--- src/rtl/amx_uart_tx.sv ---
// amx_uart_tx: captures amx_core1 output bytes into a small FIFO and sends each one as a UART frame.
// Define AMX_UART_PARITY_EN for 8E1 framing with an even parity bit; the default build is 8N1.
module amx_uart_tx #(
  parameter int CLKS_PER_BIT = 16,
  parameter int FIFO_DEPTH   = 4
) (
  input  logic       clk,
  input  logic       rst,
  input  logic [7:0] data_in,
  input  logic       wr_en,
  input  logic       chg_en,
  output logic       tx,
  output logic       busy,
  output logic       full,
  output logic       empty,
  output logic       overflow
);
  localparam int PW = $clog2(FIFO_DEPTH);
  localparam int CW = PW + 1;
  localparam int BW = $clog2(CLKS_PER_BIT);

  typedef enum logic [2:0] {
    S_IDLE   = 3'd0,
    S_START  = 3'd1,
    S_DATA   = 3'd2,
    S_STOP   = 3'd3
`ifdef AMX_UART_PARITY_EN
    , S_PARITY = 3'd4
`endif
  } state_t;

  state_t          state_q, state_d;
  logic [7:0]      prev_q;
  logic [7:0]      mem_q [FIFO_DEPTH];
  logic [PW-1:0]   wr_ptr_q, rd_ptr_q;
  logic [CW-1:0]   count_q;
  logic            overflow_q;
  logic [2:0]      bit_idx_q, bit_idx_d;
  logic [BW-1:0]   baud_q, baud_d;
  logic [7:0]      shreg_q, shreg_d;
  logic            tx_q, tx_d;
  logic            busy_q, busy_d;
  logic            push, pop, do_push, baud_last;
`ifdef AMX_UART_PARITY_EN
  logic            parity_q, parity_d;
`endif

  assign empty     = (count_q == '0);
  assign full      = (count_q == CW'(FIFO_DEPTH));
  assign overflow  = overflow_q;
  assign tx        = tx_q;
  assign busy      = busy_q;
  assign push      = wr_en | (chg_en & (data_in != prev_q));
  // A pop in the same cycle frees the head slot, so a push into a full FIFO still lands.
  assign do_push   = push & (~full | pop);
  assign baud_last = (baud_q == BW'(CLKS_PER_BIT - 1));

  always_ff @(posedge clk) begin
    if (do_push) mem_q[wr_ptr_q] <= data_in;
  end

  always_ff @(posedge clk or posedge rst) begin
    if (rst) begin
      prev_q     <= 8'h00;
      wr_ptr_q   <= '0;
      rd_ptr_q   <= '0;
      count_q    <= '0;
      overflow_q <= 1'b0;
    end else begin
      prev_q <= data_in;
      if (do_push) wr_ptr_q <= wr_ptr_q + PW'(1);
      if (pop)     rd_ptr_q <= rd_ptr_q + PW'(1);
      if (do_push && !pop)      count_q <= count_q + CW'(1);
      else if (pop && !do_push) count_q <= count_q - CW'(1);
      if (push && !do_push) overflow_q <= 1'b1;
    end
  end

  always_comb begin
    state_d   = state_q;
    bit_idx_d = bit_idx_q;
    baud_d    = baud_q;
    shreg_d   = shreg_q;
    pop       = 1'b0;
`ifdef AMX_UART_PARITY_EN
    parity_d  = parity_q;
`endif
    case (state_q)
      S_IDLE: begin
        baud_d = '0;
        if (!empty) begin
          pop     = 1'b1;
          shreg_d = mem_q[rd_ptr_q];
`ifdef AMX_UART_PARITY_EN
          parity_d = ^mem_q[rd_ptr_q];
`endif
          state_d = S_START;
        end
      end
      S_START: begin
        baud_d = baud_q + BW'(1);
        if (baud_last) begin
          baud_d    = '0;
          bit_idx_d = 3'd0;
          state_d   = S_DATA;
        end
      end
      S_DATA: begin
        baud_d = baud_q + BW'(1);
        if (baud_last) begin
          baud_d    = '0;
          shreg_d   = shreg_q >> 1;
          bit_idx_d = bit_idx_q + 3'd1;
          if (bit_idx_q == 3'd7) begin
`ifdef AMX_UART_PARITY_EN
            state_d = S_PARITY;
`else
            state_d = S_STOP;
`endif
          end
        end
      end
`ifdef AMX_UART_PARITY_EN
      S_PARITY: begin
        baud_d = baud_q + BW'(1);
        if (baud_last) begin
          baud_d  = '0;
          state_d = S_STOP;
        end
      end
`endif
      S_STOP: begin
        baud_d = baud_q + BW'(1);
        if (baud_last) begin
          baud_d  = '0;
          state_d = S_IDLE;
          // Chain straight into the next start bit so queued bytes go out with no idle gap.
          if (!empty) begin
            pop     = 1'b1;
            shreg_d = mem_q[rd_ptr_q];
`ifdef AMX_UART_PARITY_EN
            parity_d = ^mem_q[rd_ptr_q];
`endif
            state_d = S_START;
          end
        end
      end
      default: state_d = S_IDLE;
    endcase
  end

  always_comb begin
    tx_d   = 1'b1;
    busy_d = (state_q != S_IDLE);
    case (state_q)
      S_START: tx_d = 1'b0;
      S_DATA:  tx_d = shreg_q[0];
`ifdef AMX_UART_PARITY_EN
      S_PARITY: tx_d = parity_q;
`endif
      default: tx_d = 1'b1;
    endcase
  end

  always_ff @(posedge clk or posedge rst) begin
    if (rst) begin
      state_q   <= S_IDLE;
      bit_idx_q <= 3'd0;
      baud_q    <= '0;
      shreg_q   <= 8'h00;
      tx_q      <= 1'b1;
      busy_q    <= 1'b0;
`ifdef AMX_UART_PARITY_EN
      parity_q  <= 1'b0;
`endif
    end else begin
      state_q   <= state_d;
      bit_idx_q <= bit_idx_d;
      baud_q    <= baud_d;
      shreg_q   <= shreg_d;
      tx_q      <= tx_d;
      busy_q    <= busy_d;
`ifdef AMX_UART_PARITY_EN
      parity_q  <= parity_d;
`endif
    end
  end
endmodule

--- config.mk ---
export PLATFORM = sky130hd
export DESIGN_NAME = amx_uart_tx
export DESIGN_NICKNAME = d
export VERILOG_FILES = /design/src/rtl/amx_uart_tx.sv
export SDC_FILE = /design/constraint.sdc
export NUM_CORES = 1
export LEC_CHECK = 0
export BUFFER_PORTS_ARGS = -buffer_cell sky130_fd_sc_hd__buf_2
export CORE_MARGIN = 1.5
export CORE_UTILIZATION = 50
export DETAILED_ROUTE_END_ITERATION = 16
export GPL_ROUTABILITY_DRIVEN = 0
export PLACE_DENSITY_LB_ADDON = 0.3
export RECOVER_POWER = 50
export SLEW_MARGIN = 10
export SYNTH_ARGS = -nofsm -noshare
export SYNTH_HDL_FRONTEND = slang
export SYNTH_SLANG_ARGS = --single-unit
--- constraint.sdc ---
create_clock -name clk -period 3.25 [get_ports clk]
set_clock_uncertainty 0.2 [all_clocks]
set_input_delay 0.325 -clock clk [delete_from_list [all_inputs] [get_ports clk]]
set_output_delay 0.325 -clock clk [all_outputs]
set_load 0.01 [all_outputs]
== After elaboration in Yosys (flattened, before gate mapping) ==
Memories as Yosys holds them, arrays and structs flattened.
Index checks and enable logic that the tools add are counted.

* Register bits after elaboration: 36
* Bits in writable memories: 32
* Input port bits: 12
* Output and inout port bits: 5
* Word-level logic and storage cells: 75
* Memories kept: 1

{| class="wikitable"
|+ Memory list
! memory !! words !! bits a word !! rd ports !! clocked after Yosys merged registers in !! wr ports !! line !! text
|-
| mem_q || 4 || 8 || 1 || 0 || 1 || 34 || <nowiki>logic [7:0] mem_q [FIFO_DEPTH];</nowiki>
|}

* $add $sub $neg: 6
* Equality and inequality tests: 12
* Muxes and demuxes: 24
* Bitwise operators: 5
* Reduce and logical (&&, ||, !) cells: 16

{| class="wikitable"
|+ Operators with widths
! cell !! count
|-
| $mux 3 || 9
|-
| $mux 8 || 3
|-
| $pmux 8 s3 || 1
|-
| $pmux 3 s4 || 1
|-
| $ne 2x2->1 const B || 5
|-
| $ne 8x8->1 || 1
|-
| $pmux 4 s2 || 1
|-
| $add 3x1->3 const B || 2
|-
| $eq 3x2->1 const B || 2
|-
| $eq 3x3->1 const B || 2
|-
| $logic_not 3->1 || 2
|-
| $pmux 3 s2 || 1
|-
| $reduce_and 3->1 || 2
|-
| $reduce_bool 2->1 || 3
|-
| $reduce_bool 3->1 || 2
|-
| $mux 1 || 5
|-
| $reduce_and 5->1 || 1
|-
| $add 2x1->2 const B || 2
|-
| $add 4x1->4 const B || 1
|-
| $eq 4x4->1 const B || 1
|-
| $mux 4 || 1
|-
| $pmux 1 s2 || 2
|-
| $eq 3x1->1 const B || 1
|-
| $logic_and 1x1->1 || 3
|-
| other kinds (6) || 9
|}

== Logic depth before layout (Yosys ltp) ==
Gate-level depths: netlist of the first run.

* Depth after elaboration: 10
* Mapped depth: 12
* Depth with buffers taken out: 11

== Least setup slack after synthesis of the first run ==
OpenSTA, ideal clock, no wires.

* Path type: register to register
* From: register state_q[0]
* To: register count_q[1]
* Setup time: 0.125 ns
* Arrival time: 2.283 ns
* Required time: 2.925 ns
* Path slack: 0.642 ns
* Cell stages (with the launch flop): 11
* Buffers on the path: 1
* Clock period less this slack: 2.608 ns
* Cell sequence: dfrtp_1 inv_1 ha_1 clkbuf_2 a41oi_1 o21ai_4 a21boi_0 ha_1 inv_1 fa_1 mux2_2

* Word-level cells in the longest chain between the ends: 7
* Elaborated cells on any way between the ends: 11
* Classes of those cells: eq/ne (1); mux (2); bitwise (2); reduce/logical (6)

{| class="wikitable"
|+ Ends and longest elaborated chain
! element !! line !! text
|-
| start, declared || 32 || <nowiki>state_t state_q, state_d;</nowiki>
|-
| start signal, assigned || 177 || <nowiki>state_q <= state_d;</nowiki>
|-
| $eq 3x2->1 or $logic_not 3->1 (tied branches) || 88 || <nowiki>case (state_q)</nowiki>
|-
| $pmux 1 s2 * || 88 ||
|-
| $or 1x1->1 * || 55 || <nowiki>assign do_push = push & (~full | pop);</nowiki>
|-
| $and 1x1->1 * || 55 ||
|-
| net do_push || 43 || <nowiki>logic push, pop, do_push, baud_last;</nowiki>
|-
| $logic_not 1->1 || 74 || <nowiki>else if (pop && !do_push) count_q <= count_q - CW'(1);</nowiki>
|-
| $logic_and 1x1->1 || 74 ||
|-
| $reduce_bool 2->1 (no line) || -- ||
|-
| end signal, assigned || 73 || <nowiki>if (do_push && !pop) count_q <= count_q + CW'(1);</nowiki>
|-
| end signal, assigned || 74 ||
|-
| end, declared || 36 || <nowiki>logic [CW-1:0] count_q;</nowiki>
|}

Mark *: on every way through the listed nets, which the timed path passes. The rest lies on a longest branch.
A chain may end at the register's enable or synchronous reset.

== Final worst setup path of the first run ==
* From: input port data_in[2]
* To: register count_q[1]

* Word-level cells in the longest chain between the ends: 7
* Elaborated cells on any way between the ends: 9
* Classes of those cells: eq/ne (1); mux (1); bitwise (3); reduce/logical (4)

{| class="wikitable"
|+ Ends and longest elaborated chain
! element !! line !! text
|-
| start, declared || 9 || <nowiki>input logic [7:0] data_in,</nowiki>
|-
| $ne 8x8->1 * || 53 || <nowiki>assign push = wr_en | (chg_en & (data_in != prev_q));</nowiki>
|-
| $and 1x1->1 * || 53 ||
|-
| $or 1x1->1 * || 53 ||
|-
| $and 1x1->1 * || 55 ||
|-
| net do_push || 43 ||
|-
| $logic_not 1->1 || 74 ||
|-
| $logic_and 1x1->1 || 74 ||
|-
| $reduce_bool 2->1 (no line) || -- ||
|}

Marked as above.

==> results of run 1 <==
[metal layers]
layer / vias to the layer above / global-route usage / wire length (um)
met3: 4 / 0.04773 / 151
met4: 0 / 0.06724 / 32
li1: 842 / - / -
met2: 26 / 0.2613 / 2305
met5: - / 0 / 0
met1: 851 / 0.2408 / 2339
[worst paths after layout]
kind / slack [ns] / to / cells after the start / start
hold reg to reg: 0.29 / overflow / 2 / overflow
hold / removal: 0.13 / wr_ptr_q[1] / 3 / chg_en
setup reg to reg: 0.42 / count_q[2] / 11 / state_q[1]
min in group asynchronous: 0.97 / shreg_q[4] / 4 / rst
max in group asynchronous: 0.82 / prev_q[0] / 4 / rst
setup / recovery: 0.40 / count_q[1] / 11 / data_in[2]
[placed cells by master (no fill, tap or decap), drive strengths merged, types with 7 or more instances in the layout]
cell         synthesis  final
buf                  5     15
nand2                7      7
inv                 14     15
clkbuf               2     18
dfrtp               34     34
ha                  12     12
nor2                13     13
mux2i                8      8
dlygate4sd3          0      9
xnor2               11     11
edfxtp              32     32
mux4                 8      8
a21oi               14     14
[per-stage QoR]
stage	std cells	instance area [sq um]	util	total power, mW
3_3_place_gp	298	3183	0.5642	1.614
2_1_floorplan	209	2993	-	1.464
5_1_grt	323	3461	0.6134	2.430
4_1_cts	323	3475	0.6159	2.319
6_report	323	3461	0.6134	2.297
3_5_place_dp	298	3183	0.5642	1.627
[logic make-up (layout without fill, tap and decap cells)]
group,Yosys count,after routing,synth area share
mux,18,18,0.09448
xor+xnor,14,14,0.04097
buf+inv,22,64,0.03386
flops,67,67,0.6141
compound gates,37,37,0.09532
fa+ha+maj,13,13,0.05686
simple gates,38,38,0.06438
[power groups by stage]
stage / logic [mW] / clock network [mW] / registers, mW
6_report: 0.474 / 0.686 / 1.14
5_1_grt: 0.529 / 0.745 / 1.16
4_1_cts: 0.483 / 0.698 / 1.14
3_5_place_dp: 0.472 / 0 / 1.16
3_3_place_gp: 0.467 / 0 / 1.15
2_1_floorplan: 0.327 / 0 / 1.14
[registers in the layout (all words and copies together) (netlist names)]
register / count
mem_q: 32
prev_q: 8
shreg_q: 8
baud_q: 4
bit_idx_q: 3
count_q: 3
rd_ptr_q: 2
state_q: 2
wr_ptr_q: 2
busy: 1
overflow: 1
tx: 1
[worst max-delay path, cell delays in order]
cell,delay (ns)
sky130_fd_sc_hd__dlygate4sd3_1,0.54
sky130_fd_sc_hd__clkbuf_1,0.27
sky130_fd_sc_hd__xnor2_1,0.16
sky130_fd_sc_hd__nand4_1,0.20
sky130_fd_sc_hd__o21ai_0,0.20
sky130_fd_sc_hd__buf_4,0.16
sky130_fd_sc_hd__a21boi_0,0.08
sky130_fd_sc_hd__ha_1,0.21
sky130_fd_sc_hd__inv_1,0.07
sky130_fd_sc_hd__fa_1,0.40
sky130_fd_sc_hd__mux2_2,0.26
[cell type report]
type,count,area (sq um),share of cell area
Inverter,15,61.31,0.01772
Multi-Input combinational cell,120,1054,0.3044
Clock buffer,9,123.9,0.03579
Clock inverter,7,77.57,0.02242
Timing Repair Buffer,33,216.5,0.06255
Sequential cell,67,1838,0.5311
Tap cell,72,90.09,0.02603
==> results, run 1 <==
- The final reports fail on capacitance limit, slew limit.
- For the worst setup path, the data arrival time is 2.88 ns.
- Ranked by total cell area, the synthesized netlist is headed by sky130_fd_sc_hd__edfxtp_1 (32%), sky130_fd_sc_hd__dfrtp_1 (28%), sky130_fd_sc_hd__mux4_2 (6.0%), sky130_fd_sc_hd__ha_1 (5.0%), sky130_fd_sc_hd__xnor2_1 (3.2%).
- The area enclosed by the die boundary is between 6000 and 7000 sq um.
- The synthesized area per cell is ~14 sq um.
- The number of setup violations in the final report is 0.
- The synthesized design spends more area on one cell type than any other, namely sky130_fd_sc_hd__edfxtp_1.
- The relative area change from synthesis to final layout is 15.64%.
- After detailed routing, the number of remaining DRC violations is 0.
- Power spread over the standard cell area amounts to 663.8 nW/um^2.
- After clock tree synthesis, the repair step resized 0 gates.
- The first global-routing pass estimated about 8000 um of wire.
- The H-tree depth reported by CTS is 3.
- The analysis attributes to cell leakage a power of 1.350 nW.
- The slew at the pin closest to its max-slew limit is 1.819 ns.
- Cell internal power was estimated by the tool at 1.643 mW.
- The switching power of the nets is 0.6538 mW.
- Buffers inserted to repair hold after CTS numbered 9.
- Max-cap violations in this run came to 1.
- The routed wire length is 4829 um.
- TritonCTS built the clock tree.
- In the final routed layout, each cell accounts on average for ~15 um.
- The area of the core is 5642 sq um.
- The flow ran to the end, but the final reports show violations.
- The detailed router finished its first iteration with 114 violations.
- Once detail routing completed, the nets flagged for antenna violations numbered 0.
- Counting every sink on the clock net gives 67.
- The layout has 407 filler cells.
- Entering global routing, the biggest net connects 36 pins.
- The net count of the finished layout is 271.
- Of the post-synthesis cell area, the dominant cell type holds 0.3211.
- The antenna diode count is 0.
- The final route contains 1723 vias.
- The clock latency of the later-clocked register in the worst-skew pair is 0.34 ns.
- The share of total power dissipated in sequential elements is 0.495.
- In this run the deepest clock path goes through 2 buffers.
- The most repeated cell in the gate-level netlist after synthesis is sky130_fd_sc_hd__dfrtp_1.
- The number of nets produced by synthesis is 234.
- In the final layout, the share of cells above drive strength 1 is 0.1992.
- The type of the tightest min-delay check is input port to flip-flop.
- The total overflow reported by the global router is 0.
- The worst hold margin is 0.1349 ns.
- The fraction of registers with async set/reset is 0.5224.
- The initial antenna violation count was 0.
- The relative contribution of the clock network to total power is 0.299.
- The standard-cell row count is 27.
- The root buffer cell chosen for the clock tree is sky130_fd_sc_hd__clkbuf_8.
- The most frequently used flop master after synthesis is sky130_fd_sc_hd__dfrtp_1.
- The final critical-path share of the clock period is 0.8760.
- In this run the cell area of the synthesized design comes to 2993 sq um.
- After synthesis, the most frequently instantiated cells are sky130_fd_sc_hd__dfrtp_1 (34), sky130_fd_sc_hd__edfxtp_1 (32), sky130_fd_sc_hd__a21oi_1 (14), sky130_fd_sc_hd__inv_1 (14), sky130_fd_sc_hd__nor2_1 (13).
- The top fanout value on the critical path is 6.
- The synthesized instance count is 209.
- The total of flip-flops plus latches after synthesis is 67.
- Of the total power, the share spent switching nets is 0.2846.
- Data on the critical path is required at its endpoint by 3.28 ns.
- During I/O placement, the number of pins put on the boundary was 17.
- After synthesis, the netlist uses 45 different library cells.
- The number of flops mapped to enable cells by yosys is 32.
- At the placement stage, the worst setup path has a slack of 0.4331 ns.
- Port buffering added 16 buffers.
- Derived from the worst setup path, the maximum achievable clock frequency is 0.3513 GHz.
- Headroom to the max-slew limit came out at -0.2128.
- Subtracting the final worst setup slack from the clock period gives roughly 2.8 ns.
- The die is 80.37 um tall.
- After detailed routing, the number of vias per cell comes to 5.334.
- Setup slack closes at between 0.4 and 0.5 ns.
- The floorplan step set the die width to 80.37 um.
- The number of detailed-route iterations in the first pass is 4.
- Buffers inserted during clock tree synthesis total 9.
- The clock-pin slew reported for the worst setup and hold paths after clock tree synthesis is 0.08 ns.
- The final number of hold-violating endpoints is 0.
- Setup repair after global routing left no endpoint under its margin.
- Buffers added to address setup during post-CTS repair amount to 0.
- The kind of critical path is input port to flip-flop.
- Yosys printed 0 warnings.
- The kind of start point of the critical path is an input port.
- The initial standard-cell utilization of the core is 0.5305.
- STA classifies the critical path endpoint as a flip-flop.
- The global-route total usage across every layer is 0.1738.
- After routing, the total negative slack on setup checks comes to 0 ns.
- The count of final max-slew check failures is 36.
- The share of total power dissipated in combinational logic is 0.206.
- The number of global-route vias before repair is 1714.
- For this run, the register share of the synthesized area comes to 0.6141.
- The peak ir drop on the vdd network is 390.5 uV.
- After legalization and detailed placement, the total HPWL measured 3335 um.
(Power assumes the default switching activity.)
==> run 2, diff against run 1 <==
--- a/config.mk
+++ b/config.mk
@@ -12,7 +12,7 @@
 export GPL_ROUTABILITY_DRIVEN = 0
 export PLACE_DENSITY_LB_ADDON = 0.3
 export RECOVER_POWER = 50
-export SLEW_MARGIN = 10
+export SLEW_MARGIN = 20
 export SYNTH_ARGS = -nofsm -noshare
 export SYNTH_HDL_FRONTEND = slang
 export SYNTH_SLANG_ARGS = --single-unit
==> constraint.sdc (replaced) <==
create_clock -name clk -period 2.3 [get_ports clk]
set_clock_uncertainty 0.2 [all_clocks]
set_input_delay 0.23 -clock clk [delete_from_list [all_inputs] [get_ports clk]]
set_output_delay 0.23 -clock clk [all_outputs]
set_load 0.01 [all_outputs]
==> run 2 against run 1 <==
Effect of this change: the run ends with setup timing left; critical endpoint unchanged; register-to-register slack got worse by 0.46 ns; die area did not move; largest power group unchanged; core utilization up 5.6 points; via count up 11%; clock power is 43% higher; hold slack got worse by 0.080 ns; critical path depth fell by 2.
==> results, run 2 (synthesis results as in run 1) <==
- The run finished, with violations left.
- The final reports fail on setup timing.
- The final critical-path required period is 2.338 ns.
- The cell area after layout is 3779 sq um.
- Of the total power, the share spent switching nets is 0.2896.
- Total power for the finished layout comes to 3.375 mW.
- The via count is 1904.
- The number of global-route vias before repair is 1931.
- The largest individual stage delay along the critical path comes from the cell sky130_fd_sc_hd__dfrtp_2.
- The antenna diode count is 0.
- The clock passes through at most 2 buffers.
- The number of placed I/O pins is 17.
- Across the run, the number of max-cap violations was 0.
- For this run, the total global-route usage over all layers was measured as 0.1939.
- The power density relative to cell area is 893.1 nW/um^2.
- For this configuration, the core starts out at a cell density of 0.5305.
- The die is between 80 and 90 um tall.
- The most common library cell in the layout ignoring fill and taps is sky130_fd_sc_hd__buf_4.
- The slew at the pin closest to its max-slew limit is 0.9033 ns.
- The worst setup slack after layout is -0.03800 ns.
- The initial antenna violation count is 0.
- The number of buffers inserted by port buffering is 16.
- The register cell area after layout is around 1800 sq um.
- The root buffer cell is sky130_fd_sc_hd__clkbuf_8.
- Of all nets on the critical path, the largest fanout is 3.
- Using the TritonRoute via totals, the vias-per-cell ratio works out to 5.289.
- The floorplan die width is 80.37 um.
- The final number of hold-violating endpoints is 0.
- The top cell types in the final layout, fill and taps aside, are sky130_fd_sc_hd__buf_4 (35), sky130_fd_sc_hd__dfrtp_1 (32), sky130_fd_sc_hd__edfxtp_1 (32).
- The critical path is of the flip-flop to flip-flop type.
- TritonCTS built the clock tree.
- The worst setup slack after placement is -0.1194 ns.
- The standard-cell row count is 27.
- The estimated wirelength of the detail-placed design is ~3700 um.
- In this run the power spent charging and discharging nets is between 0.9 and 1 mW.
- The area growth from synthesis to layout is 26.25%.
- For this run, the post-layout net count is 308.
- The die covers 6459 sq um.
- Across all register-to-register paths, the minimum setup slack is -0.04 ns.
- Setup repair after global routing could not meet its margin everywhere.
- The clock-pin slew reported for the worst setup and hold paths after clock tree synthesis is approximately 0.07 ns.
- In this run the standard cell core region covers ~5600 sq um.
- The type of the tightest min-delay check is input port to flip-flop.
- Setup violations remaining at the end of the flow were counted as 2.
- The cell repeated most along the worst path is sky130_fd_sc_hd__inv_2.
- Entering global routing, the biggest net connects 36 pins.
- Summing all multi-input logic gate instances after layout gives ~1100 sq um.
- The number of DRC violations after detailed-routing iteration 0 is 73.
- The clock drives 67 sinks.
- The detail route stage leaves a number of antenna-violating nets equal to 0.
- The critical path goes through inv_2 > ha_4 > a41oi_4 > o21ai_4 > a21boi_2 > ha_2 > inv_2 > fa_2 > mux2_2.
- The kind of start point of the critical path is a flip-flop.
- The arrival time reported for the critical path endpoint is 2.37 ns.
- The routed wire length is 5511 um.
- In the finished design, the share of the clock period the worst path needs comes to 1.017.
- Once placement finished, the instance area stood at 3423 sq um.
- After detailed routing, the number of remaining DRC violations is 0.
- The worst slew margin relative to its limit is 0.3978.
- VDD sags by at most 628.1 uV.
- The largest registers in the layout are mem_q (32), prev_q (8), shreg_q (8).
- The power share of the combinational group is 0.240.
- The achievable frequency is 0.4277 GHz.
- The total of fill cells in the finished design is 411.
- The register with the most flip-flops in the final layout is mem_q.
- In this run the number of H-tree levels came out at 3.
- TritonCTS created 9 clock buffers.
- The internal power component is 2.397 mW.
- The required time reported for the critical path endpoint is 2.33 ns.
- Global routing finished with a remaining overflow of 0.
- The largest stage delay on the critical path is 0.42 ns.
- The share of final-layout standard cells stronger than drive strength 1 is 0.3264.
- The worst setup path is captured at a flip-flop.
- Of the total power, the clock network draws 0.290.
- The first-pass GRT wire length is between 9000 and 10000 um.
- The average wire length per cell after detail routing is roughly 15 um.
- The standby leakage power is 1.496 nW.
- The first detailed-routing pass ran for 4 iterations.
- The final core area utilization is 0.6698.
- The register with the most flip-flops in the layout has 32 of them.
- The clock latency of the later-clocked register in the worst-skew pair is 0.34 ns.
- The count of final max-slew check failures is 0.
- The share of power burned in registers is 0.469.
==> run 2: metrics by stage <==
| stage | TNS (ns) | cells | hold slack (ns) |
|---|---|---|---|
| 6_report | -0.06123 | 360 | 0.05527 |
| 5_1_grt | -0.8341 | 360 | 0.06142 |
| 4_1_cts | -0.1076 | 356 | 0.02904 |
| 3_5_place_dp | -0.2071 | 326 | 0.1590 |
| 3_3_place_gp | -0.1114 | 326 | 0.1595 |
| 2_1_floorplan | -0.3603 | 209 | 0.06143 |
==> run 2: final timing paths <==
check	depth (start not counted)	start	endpoint
setup / recovery	9	state_q[1]	count_q[1]
hold / removal	3	chg_en	wr_ptr_q[1]
setup reg to reg	9	state_q[1]	count_q[1]
hold reg to reg	2	overflow	overflow
max in group asynchronous	4	rst	state_q[1]
min in group asynchronous	4	rst	shreg_q[3]
==> run 2: layer usage <==
metal  GRT usage  vias up  wire length, um
met4     0.09310        0               98
met2      0.3059       32             2731
met1      0.2584      936             2506
li1            -      925                -
met3     0.03750       11              175
met5           0        -                0
==> run 2: cell type report <==
type	instances	area share
flip-flops and latches	67	0.4871
multi-input cells	120	0.2957
repair buffers	70	0.1242
clock buffers	9	0.03278
well taps	72	0.02384
clock inverters	7	0.02020
inverters	15	0.01623
==> run 2: critical path: cells and delay by family, from the launching register on <==
| family | cells | cell delay [ns] |
|---|---|---|
| multiplexers | 1 | 0.26 |
| AO/OA/AOI/OAI | 3 | 0.46 |
| adder cells (fa/ha/maj) | 3 | 0.76 |
| buffers and inverters | 2 | 0.12 |
| flip-flops | 1 | 0.42 |
==> run 2: power groups by stage <==
stage               sequential (mW)  combinational (mW)  clock, mW
floorplan                      1.61               0.472          0
CTS                            1.59               0.813       1.01
global route                   1.60               0.893       1.04
detailed placement             1.61               0.783          0
global placement               1.60               0.769          0
finish                         1.58               0.811      0.979
==> run 2: timing repair <==
item,4_1_cts,5_1_grt
pin swaps,6,3
hold buffers,9,0
hold endpoints to repair,53,0
gates resized for setup,7,4
buffers inserted,5,4
endpoints found under the setup margin,2,11
